==> config.mk <==
export PLATFORM = sky130hd
export DESIGN_NAME = dsp_mac_engine
export DESIGN_NICKNAME = d
export VERILOG_FILES = /design/src/rtl/dsp_mac_engine.sv
export SDC_FILE = /design/constraint.sdc
export NUM_CORES = 1
export LEC_CHECK = 0
export BUFFER_PORTS_ARGS = -buffer_cell sky130_fd_sc_hd__buf_2
export CAP_MARGIN = 15
export CORE_MARGIN = 8
export CORE_UTILIZATION = 40
export CTS_CLUSTER_DIAMETER = 100
export CTS_CLUSTER_SIZE = 16
export DETAILED_ROUTE_END_ITERATION = 8
export PLACE_DENSITY = 0.65
export SYNTH_ARGS = -nofsm -noshare
export SYNTH_HDL_FRONTEND = slang
export SYNTH_SLANG_ARGS = --single-unit
==> constraint.sdc <==
create_clock -name CLK -period 8.6 [get_ports CLK]
set_input_delay 0.43 -clock CLK [delete_from_list [all_inputs] [get_ports CLK]]
set_output_delay 0.43 -clock CLK [all_outputs]
set_load 0.01 [all_outputs]
==> src/rtl/dsp_mac_engine.sv <==
// Three-stage signed pre-add / multiply / accumulate engine that frames samples
// into bursts and hands each burst result off over a valid/ready port.
//
// state | meaning
// ACC   | accepting samples into the pipeline
// DRAIN | no new samples; waiting for the last one to retire from stage 3
// OUT   | holding P/CNT/OVF until the consumer takes them
module dsp_mac_engine #(
  parameter int AWIDTH   = 18,
  parameter int BWIDTH   = 18,
  parameter int PWIDTH   = 48,
  parameter int ACC_LEN  = 16,
  parameter int SATURATE = 0
) (
  input  logic                     CLK,
  input  logic                     RST,
  input  logic                     in_valid,
  output logic                     in_ready,
  input  logic signed [AWIDTH-1:0] A,
  input  logic signed [BWIDTH-1:0] B,
  input  logic signed [BWIDTH-1:0] D,
  input  logic        [3:0]        OPMODE,
  output logic                     out_valid,
  input  logic                     out_ready,
  output logic signed [PWIDTH-1:0] P,
  output logic        [15:0]       CNT,
  output logic                     OVF
);

  localparam int MW = AWIDTH + BWIDTH + 1;
  localparam logic [15:0] LP_LAST_CNT = 16'(ACC_LEN - 1);
  localparam bit LP_SAT = (SATURATE != 0);
  localparam logic signed [PWIDTH-1:0] LP_PMAX = {1'b0, {(PWIDTH-1){1'b1}}};
  localparam logic signed [PWIDTH-1:0] LP_PMIN = {1'b1, {(PWIDTH-1){1'b0}}};

  if (PWIDTH < AWIDTH + BWIDTH + 1) begin : g_pwidth_check
    $error("dsp_mac_engine: PWIDTH must be at least AWIDTH+BWIDTH+1");
  end
  if (ACC_LEN < 1 || ACC_LEN > 65535) begin : g_acc_len_check
    $error("dsp_mac_engine: ACC_LEN must lie in 1..65535");
  end

  typedef enum logic [1:0] {ST_ACC, ST_DRAIN, ST_OUT} state_t;

  state_t r_state;
  state_t w_state_nxt;
  logic   w_in_ready;
  logic   w_out_valid;
  logic   w_accept;
  logic   w_handoff;
  logic   w_cnt_at_max;

  logic                     r_s1_valid;
  logic signed [AWIDTH-1:0] r_a;
  logic signed [BWIDTH-1:0] r_b;
  logic signed [BWIDTH-1:0] r_d;
  logic        [2:0]        r_op;

  logic                     r_s2_valid;
  logic                     r_s2_sub;
  logic signed [MW-1:0]     r_m;

  logic signed [PWIDTH-1:0] r_acc;
  logic        [15:0]       r_cnt;
  logic                     r_ovf;

  logic signed [BWIDTH:0]   w_b_x;
  logic signed [BWIDTH:0]   w_d_x;
  logic signed [BWIDTH:0]   w_pre;
  logic signed [MW-1:0]     w_m;
  logic signed [PWIDTH:0]   w_sum;
  logic                     w_ovf;
  logic signed [PWIDTH-1:0] w_acc_nxt;

  assign w_cnt_at_max = (r_cnt == LP_LAST_CNT);
  assign w_accept     = in_valid && w_in_ready;
  assign w_handoff    = w_out_valid && out_ready;

  always_ff @(posedge CLK) begin
    if (RST) r_state <= ST_ACC;
    else     r_state <= w_state_nxt;
  end

  always_comb begin
    w_state_nxt = r_state;
    w_in_ready  = 1'b0;
    w_out_valid = 1'b0;
    case (r_state)
      ST_ACC: begin
        w_in_ready = 1'b1;
        if (in_valid && (OPMODE[3] || w_cnt_at_max)) w_state_nxt = ST_DRAIN;
      end
      // Once stage 1 is empty the last sample sits in stage 2 and retires this edge.
      ST_DRAIN: if (!r_s1_valid) w_state_nxt = ST_OUT;
      ST_OUT: begin
        w_out_valid = 1'b1;
        if (out_ready) w_state_nxt = ST_ACC;
      end
      default: w_state_nxt = ST_ACC;
    endcase
  end

  assign w_b_x = (BWIDTH+1)'(r_b);
  assign w_d_x = (BWIDTH+1)'(r_d);

  always_comb begin
    w_pre = w_b_x;
    if (r_op[0]) w_pre = r_op[1] ? (w_d_x - w_b_x) : (w_d_x + w_b_x);
  end

  assign w_m = MW'(w_pre) * MW'(r_a);

  // One guard bit: overflow shows up as the top two bits of the sum disagreeing.
  assign w_sum = r_s2_sub ? ((PWIDTH+1)'(r_acc) - (PWIDTH+1)'(r_m))
                          : ((PWIDTH+1)'(r_acc) + (PWIDTH+1)'(r_m));
  assign w_ovf = w_sum[PWIDTH] ^ w_sum[PWIDTH-1];

  always_comb begin
    w_acc_nxt = w_sum[PWIDTH-1:0];
    if (w_ovf && LP_SAT) w_acc_nxt = w_sum[PWIDTH] ? LP_PMIN : LP_PMAX;
  end

  always_ff @(posedge CLK) begin
    if (RST) begin
      r_s1_valid <= 1'b0;
      r_a        <= '0;
      r_b        <= '0;
      r_d        <= '0;
      r_op       <= '0;
      r_s2_valid <= 1'b0;
      r_s2_sub   <= 1'b0;
      r_m        <= '0;
      r_acc      <= '0;
      r_cnt      <= '0;
      r_ovf      <= 1'b0;
    end else begin
      r_s1_valid <= w_accept;
      if (w_accept) begin
        r_a  <= A;
        r_b  <= B;
        r_d  <= D;
        r_op <= OPMODE[2:0];
      end
      r_s2_valid <= r_s1_valid;
      r_s2_sub   <= r_op[2];
      r_m        <= w_m;
      if (w_handoff) begin
        r_acc <= '0;
        r_cnt <= '0;
        r_ovf <= 1'b0;
      end else begin
        if (w_accept) r_cnt <= r_cnt + 16'd1;
        if (r_s2_valid) begin
          r_acc <= w_acc_nxt;
          r_ovf <= r_ovf | w_ovf;
        end
      end
    end
  end

  assign in_ready  = w_in_ready;
  assign out_valid = w_out_valid;
  assign P         = r_acc;
  assign CNT       = r_cnt;
  assign OVF       = r_ovf;

endmodule

### Yosys cells after proc, flatten, opt, wreduce, memory -nomap -nowiden

Index checks and enable logic that the tools add are counted.

| cells by class | value |
|---|---|
| $add $sub $neg | 5 |
| multipliers | 1 |
| equal/unequal tests | 6 |
| muxes and demuxes | 9 |
| bitwise logic cells | 2 |
| reduce and logical (&&, ||, !) cells | 7 |

Operators with widths:

| cell | number |
|---|---|
| $add 48x37->49 | 1 |
| $mux 49 | 1 |
| $sub 48x37->49 | 1 |
| $mux 19 | 2 |
| $mul 19x18->37 | 1 |
| $add 18x18->19 | 1 |
| $sub 18x18->19 | 1 |
| $add 16x1->16 const B | 1 |
| $eq 16x4->1 const B | 1 |
| $mux 2 | 3 |
| $ne 2x2->1 const B | 3 |
| $pmux 2 s3 | 1 |
| $logic_and 1x1->1 | 3 |
| $reduce_and 3->1 | 1 |
| $eq 2x1->1 const B | 1 |
| $eq 2x2->1 const B | 1 |
| $logic_not 2->1 | 1 |
| $mux 1 | 2 |
| $reduce_or 2->1 | 1 |
| $logic_or 1x1->1 | 1 |
| $or 1x1->1 | 1 |
| $xor 1x1->1 | 1 |

| storage, ports and cells | value |
|---|---|
| register bits after elaboration | 164 |
| input port bits | 62 |
| output and inout bits | 67 |
| word-level logic and storage cells | 42 |

### Depth between registers and ports, before layout

| logic depth | value |
|---|---|
| depth after elaboration | 5 |
| gate-level depth with buffers | 41 |
| mapped depth without buffers | 39 |

### Least setup slack after synthesis

OpenSTA, ideal clock, no wires.

| path | value |
|---|---|
| kind | register -> register |
| start | register r_b[2] |
| end | register r_m[35] |
| library setup time | 128 ps |
| arrival | 8,622 ps |
| data required time | 8,472 ps |
| slack | -149 ps |
| stages on the path, launching flop included | 34 |
| path buffers | 0 |
| clock period less this slack | 8,749 ps |
| cell sequence | dfxtp_1 > nor2_1 > nor4b_1 > nand2_1 > or3_1 > nor2b_1 > xnor2_1 > ha_1 > or3_1 > or3_1 > and3_1 > or4_1 > a31o_2 > and2_1 > fa_1 > inv_1 > fa_1 > fa_1 > inv_1 > fa_1 > fa_1 > inv_1 > fa_1 > inv_1 > ha_1 > and4_1 > a21oi_1 > nand2_1 > a22oi_1 > a31oi_1 > a221oi_1 > o21ai_0 > xnor2_1 > nor2_1 |

| between the ends | value |
|---|---|
| word-level cells in the longest chain between the ends | 4 |
| elaborated cells on any way between the ends | 5 |
| those cells by class | add/sub: 2; mul: 1; mux: 2 |

RTL lines:

| item | RTL line | RTL |
|---|---|---|
| from (decl) | 55 | `logic signed [BWIDTH-1:0] r_b;` |
| from (signal assigned) | 127 | `r_b <= '0;` |
| from (signal assigned) | 140 | `r_b <= B;` |
| $add 18x18->19 / $sub 18x18->19 (equally long branches) | 108 | `if (r_op[0]) w_pre = r_op[1] ? (w_d_x - w_b_x) : (w_d_x + w_b_x);` |
| $mux 19 | 108 |  |
| $mux 19 * | 108 |  |
| $mul 19x18->37 * | 111 | `assign w_m = MW'(w_pre) * MW'(r_a);` |
| to (signal assigned) | 146 | `r_m <= w_m;` |
| to (decl) | 61 | `logic signed [MW-1:0] r_m;` |

Every way passes the cells marked *; elsewhere a longest branch is shown, timed or not.
A chain may end at the register's enable or synchronous reset.

### Worst setup path after layout

| path | value |
|---|---|
| start | register r_b[0] |
| end | register r_m[34] |

Same word-level chain as after synthesis.

==> impl_metrics.env <==
export IMPL_drcViolationCount=0
export IMPL_num_antenna_cells=0
export IMPL_final_cell_mix="411 x inv_1, 363 x nand2_1, 329 x fa_1, 180 x nor2_1, 171 x a21oi_1"
export IMPL_hp_class="input pin to register"
export IMPL_clock_sinks=164
export IMPL_finalCoreUtilization=0.469
export IMPL_syn_to_final_growth_pct=16.4
export IMPL_ys_seq_area_frac=0.142
export IMPL_rows=88
export IMPL_cp_max_fo=6
export IMPL_yosys_warnings=0
export IMPL_antenna_found_initial=0
export IMPL_drtPass1Iterations=5
export IMPL_place_inst=3675
export IMPL_ys_ff_latch=164
export IMPL_die_y_um=257
export IMPL_max_freq_mhz=116
export IMPL_crit_reg2reg_launch="r_b[0]"
export IMPL_cts_buffers=17
export IMPL_slowest_stage="fa_1"
export IMPL_hold_end="r_d[9]"
export IMPL_vdd_drop_max_uv=176
export IMPL_routabilityCongestion=0.888
export IMPL_cts_max_level=4
export IMPL_cts_buffer_depth=2
export IMPL_r2r_setup_slack_ns=-0.01
export IMPL_nets=3523
export IMPL_worst_slew_pin_slew_ns=1.11
export IMPL_syn_nets=3324
export IMPL_layout_cells_non_filler=3733
export IMPL_design_area_um2=26900
export IMPL_finalCritPeriodShare=1.00
export IMPL_fill_cells=5587
export IMPL_cp_start_kind="register"
export IMPL_place_hpwl_um=47400
export IMPL_post_route_min_period_ns=8.61
export IMPL_leakagePower_nw=12.9
export IMPL_reg2reg_depth=31
export IMPL_netlist_area_um2=23200
export IMPL_cpPeakStageDelay_ns=0.57
export IMPL_powerDensity_nw_per_um2=183
export IMPL_drv_slew=0
export IMPL_maxCapViolCount=0
export IMPL_grt_setup_unrepaired="true"
export IMPL_grt_ovfl_total=0
export IMPL_grt_pass1_vias=19300
export IMPL_cts_tree="yes"
export IMPL_grt_max_degree=65
export IMPL_fin_ws_ns=-0.0142
export IMPL_core_area_um2=57500
export IMPL_power_w=0.00493
export IMPL_mostFrequentLayoutCell="inv_1"
export IMPL_drtIter0Drc=1020
export IMPL_violations="setup timing"
export IMPL_synth_async_reset_ratio=0
export IMPL_critPathRequiredTime_ns=8.95
export IMPL_start_util=0.403
export IMPL_ant_nets=0
export IMPL_via_per_inst=5.10
export IMPL_holdBufCountCts=0
export IMPL_status="finished with violations"
export IMPL_ys_flop_type="dfxtp_1"
export IMPL_cts_clk_slew_worst_paths_ns=0.07
export IMPL_min_from="D[9]"
export IMPL_routed_wl_um=60000
export IMPL_dieArea_um2=65800
export IMPL_setup_viol=1
export IMPL_clk_latency_ns=0.47
export IMPL_r2r_end="r_m[34]"
export IMPL_portBuffers=128
export IMPL_hold_viol_final=0
export IMPL_vias=19000
export IMPL_whs_path_depth=3
export IMPL_avgSynthCellArea_um2=8.40
export IMPL_synth_edf_count=0
export IMPL_grt_util_all_layers=0.181
export IMPL_fin_skew_ns=0.00807
export IMPL_die_w_um=257
export IMPL_criticalPathCategory="register to register"
export IMPL_io_pins=129
export IMPL_crit_top_cell="fa_1"
export IMPL_maxSlewHeadroom=0.259
export IMPL_dpl_cell_area_um2=25400
export IMPL_post_drt_wl_per_cell_um=16.1
export IMPL_synth_cell_type_count=77
export IMPL_cp_end_kind="register"
export IMPL_synth_cells=2756
export IMPL_crit_arrival_ns=8.97
export IMPL_drive_above_1_share=0.167
export IMPL_cts_root_buf="clkbuf_16"
export IMPL_setup_tns_ns=-0.0142
export IMPL_grt_pass1_wl_um=98700
==> where the power goes <==
part	internal [W]	switching, W
registers	0.000861	0.000164
logic	0.00142	0.00175
clock network	0.000388	0.000344
total	0.00267	0.00226
==> cell usage after synthesis, types with 14 or more instances <==
cell	n	area share
a211oi_1	21	0.0068
clkbuf_1	107	0.017
mux2i_1	43	0.019
nand2_1	374	0.061
xnor2_1	123	0.047
o21bai_1	14	0.0045
a21o_1	57	0.018
nor2_1	185	0.030
nor3_1	31	0.0067
o21ai_0	53	0.011
a21oi_1	186	0.040
fa_1	342	0.30
inv_1	428	0.069
nor2b_1	35	0.0095
dfxtp_1	164	0.14
ha_1	164	0.089
a31oi_1	16	0.0043
and3_1	15	0.0041
xor2_1	44	0.017
nand4_1	16	0.0043
and2_1	155	0.042
nand3_1	18	0.0039
==> critical path: cells and delay by family, from the launching register on <==
kind                     cells  cell delay, ns
buffers and inverters        4            0.38
adder cells (fa/ha/maj)      8            3.48
flip-flops                   1            0.37
AND/OR/NAND/NOR             10            2.37
XOR/XNOR                     1            0.13
AO/OA/AOI/OAI                7            1.46
multiplexers                 1            0.30
==> how the worst max path moves through the flow <==
stage / from / endpoint / slack [ns] / cells past startpoint
6_report: r_b[0] / r_m[34] / -0.01 / 31
5_1_grt: r_b[0] / r_m[34] / -0.42 / 41
4_1_cts: r_b[3] / r_m[36] / 0.02 / 33
3_5_place_dp: r_b[2] / r_m[35] / -0.33 / 34
3_3_place_gp: r_b[2] / r_m[35] / -0.16 / 34
2_1_floorplan: r_b[2] / r_m[35] / 0.008 / 33
==> area by class of cell <==
class / count / area (µm²) / area share
Clock inverter: 12 / 95.1 / 0.00353
Multi-Input combinational cell: 2042 / 18500 / 0.685
Sequential cell: 164 / 3290 / 0.122
Timing Repair Buffer: 301 / 2070 / 0.0767
Inverter: 429 / 1620 / 0.0600
Clock buffer: 20 / 457 / 0.0169
Tap cell: 765 / 957 / 0.0355
==> kinds of logic after synthesis <==
logic type | count (synthesis) | share of synthesized area
compound gates | 422 | 0.113
xor+xnor | 167 | 0.0632
fa+ha+maj | 507 | 0.385
buf+inv | 551 | 0.0897
flops | 164 | 0.142
mux | 56 | 0.0249
simple gates | 889 | 0.182
==> per-stage QoR <==
stage / hold WS [ns] / setup WS, ns
after global routing: 0.184 / -0.416
after floorplan: 0.436 / 0.00800
final: 0.194 / -0.0142
after detailed placement: 0.443 / -0.333
after CTS: 0.172 / 0.0215
after global placement: 0.441 / -0.164
==> registers in the layout, indices dropped and copies added (netlist names), 2 cells and up <==
| name | flops |
|---|---|
| CNT | 16 |
| r_b | 18 |
| r_state | 2 |
| r_a | 18 |
| P | 48 |
| r_op | 3 |
| r_d | 18 |
| r_m | 37 |
==> per-layer routing <==
| metal | wire length (µm) | GRT usage |
|---|---|---|
| met2 | 30100 | 0.321 |
| met5 | 0 | 0 |
| met3 | 2230 | 0.0232 |
| met4 | 1920 | 0.0616 |
| met1 | 25800 | 0.226 |
==> what timing repair did <==
| action | 4_1_cts | 5_1_grt |
|---|---|---|
| buffers inserted | 4 | 20 |
| resized for setup | 24 | 148 |
| cloned | 0 | 2 |
| endpoints found under the setup margin | 11 | 18 |
| pin swaps | 16 | 122 |
No activity file was read; power rests on OpenSTA's default activity.
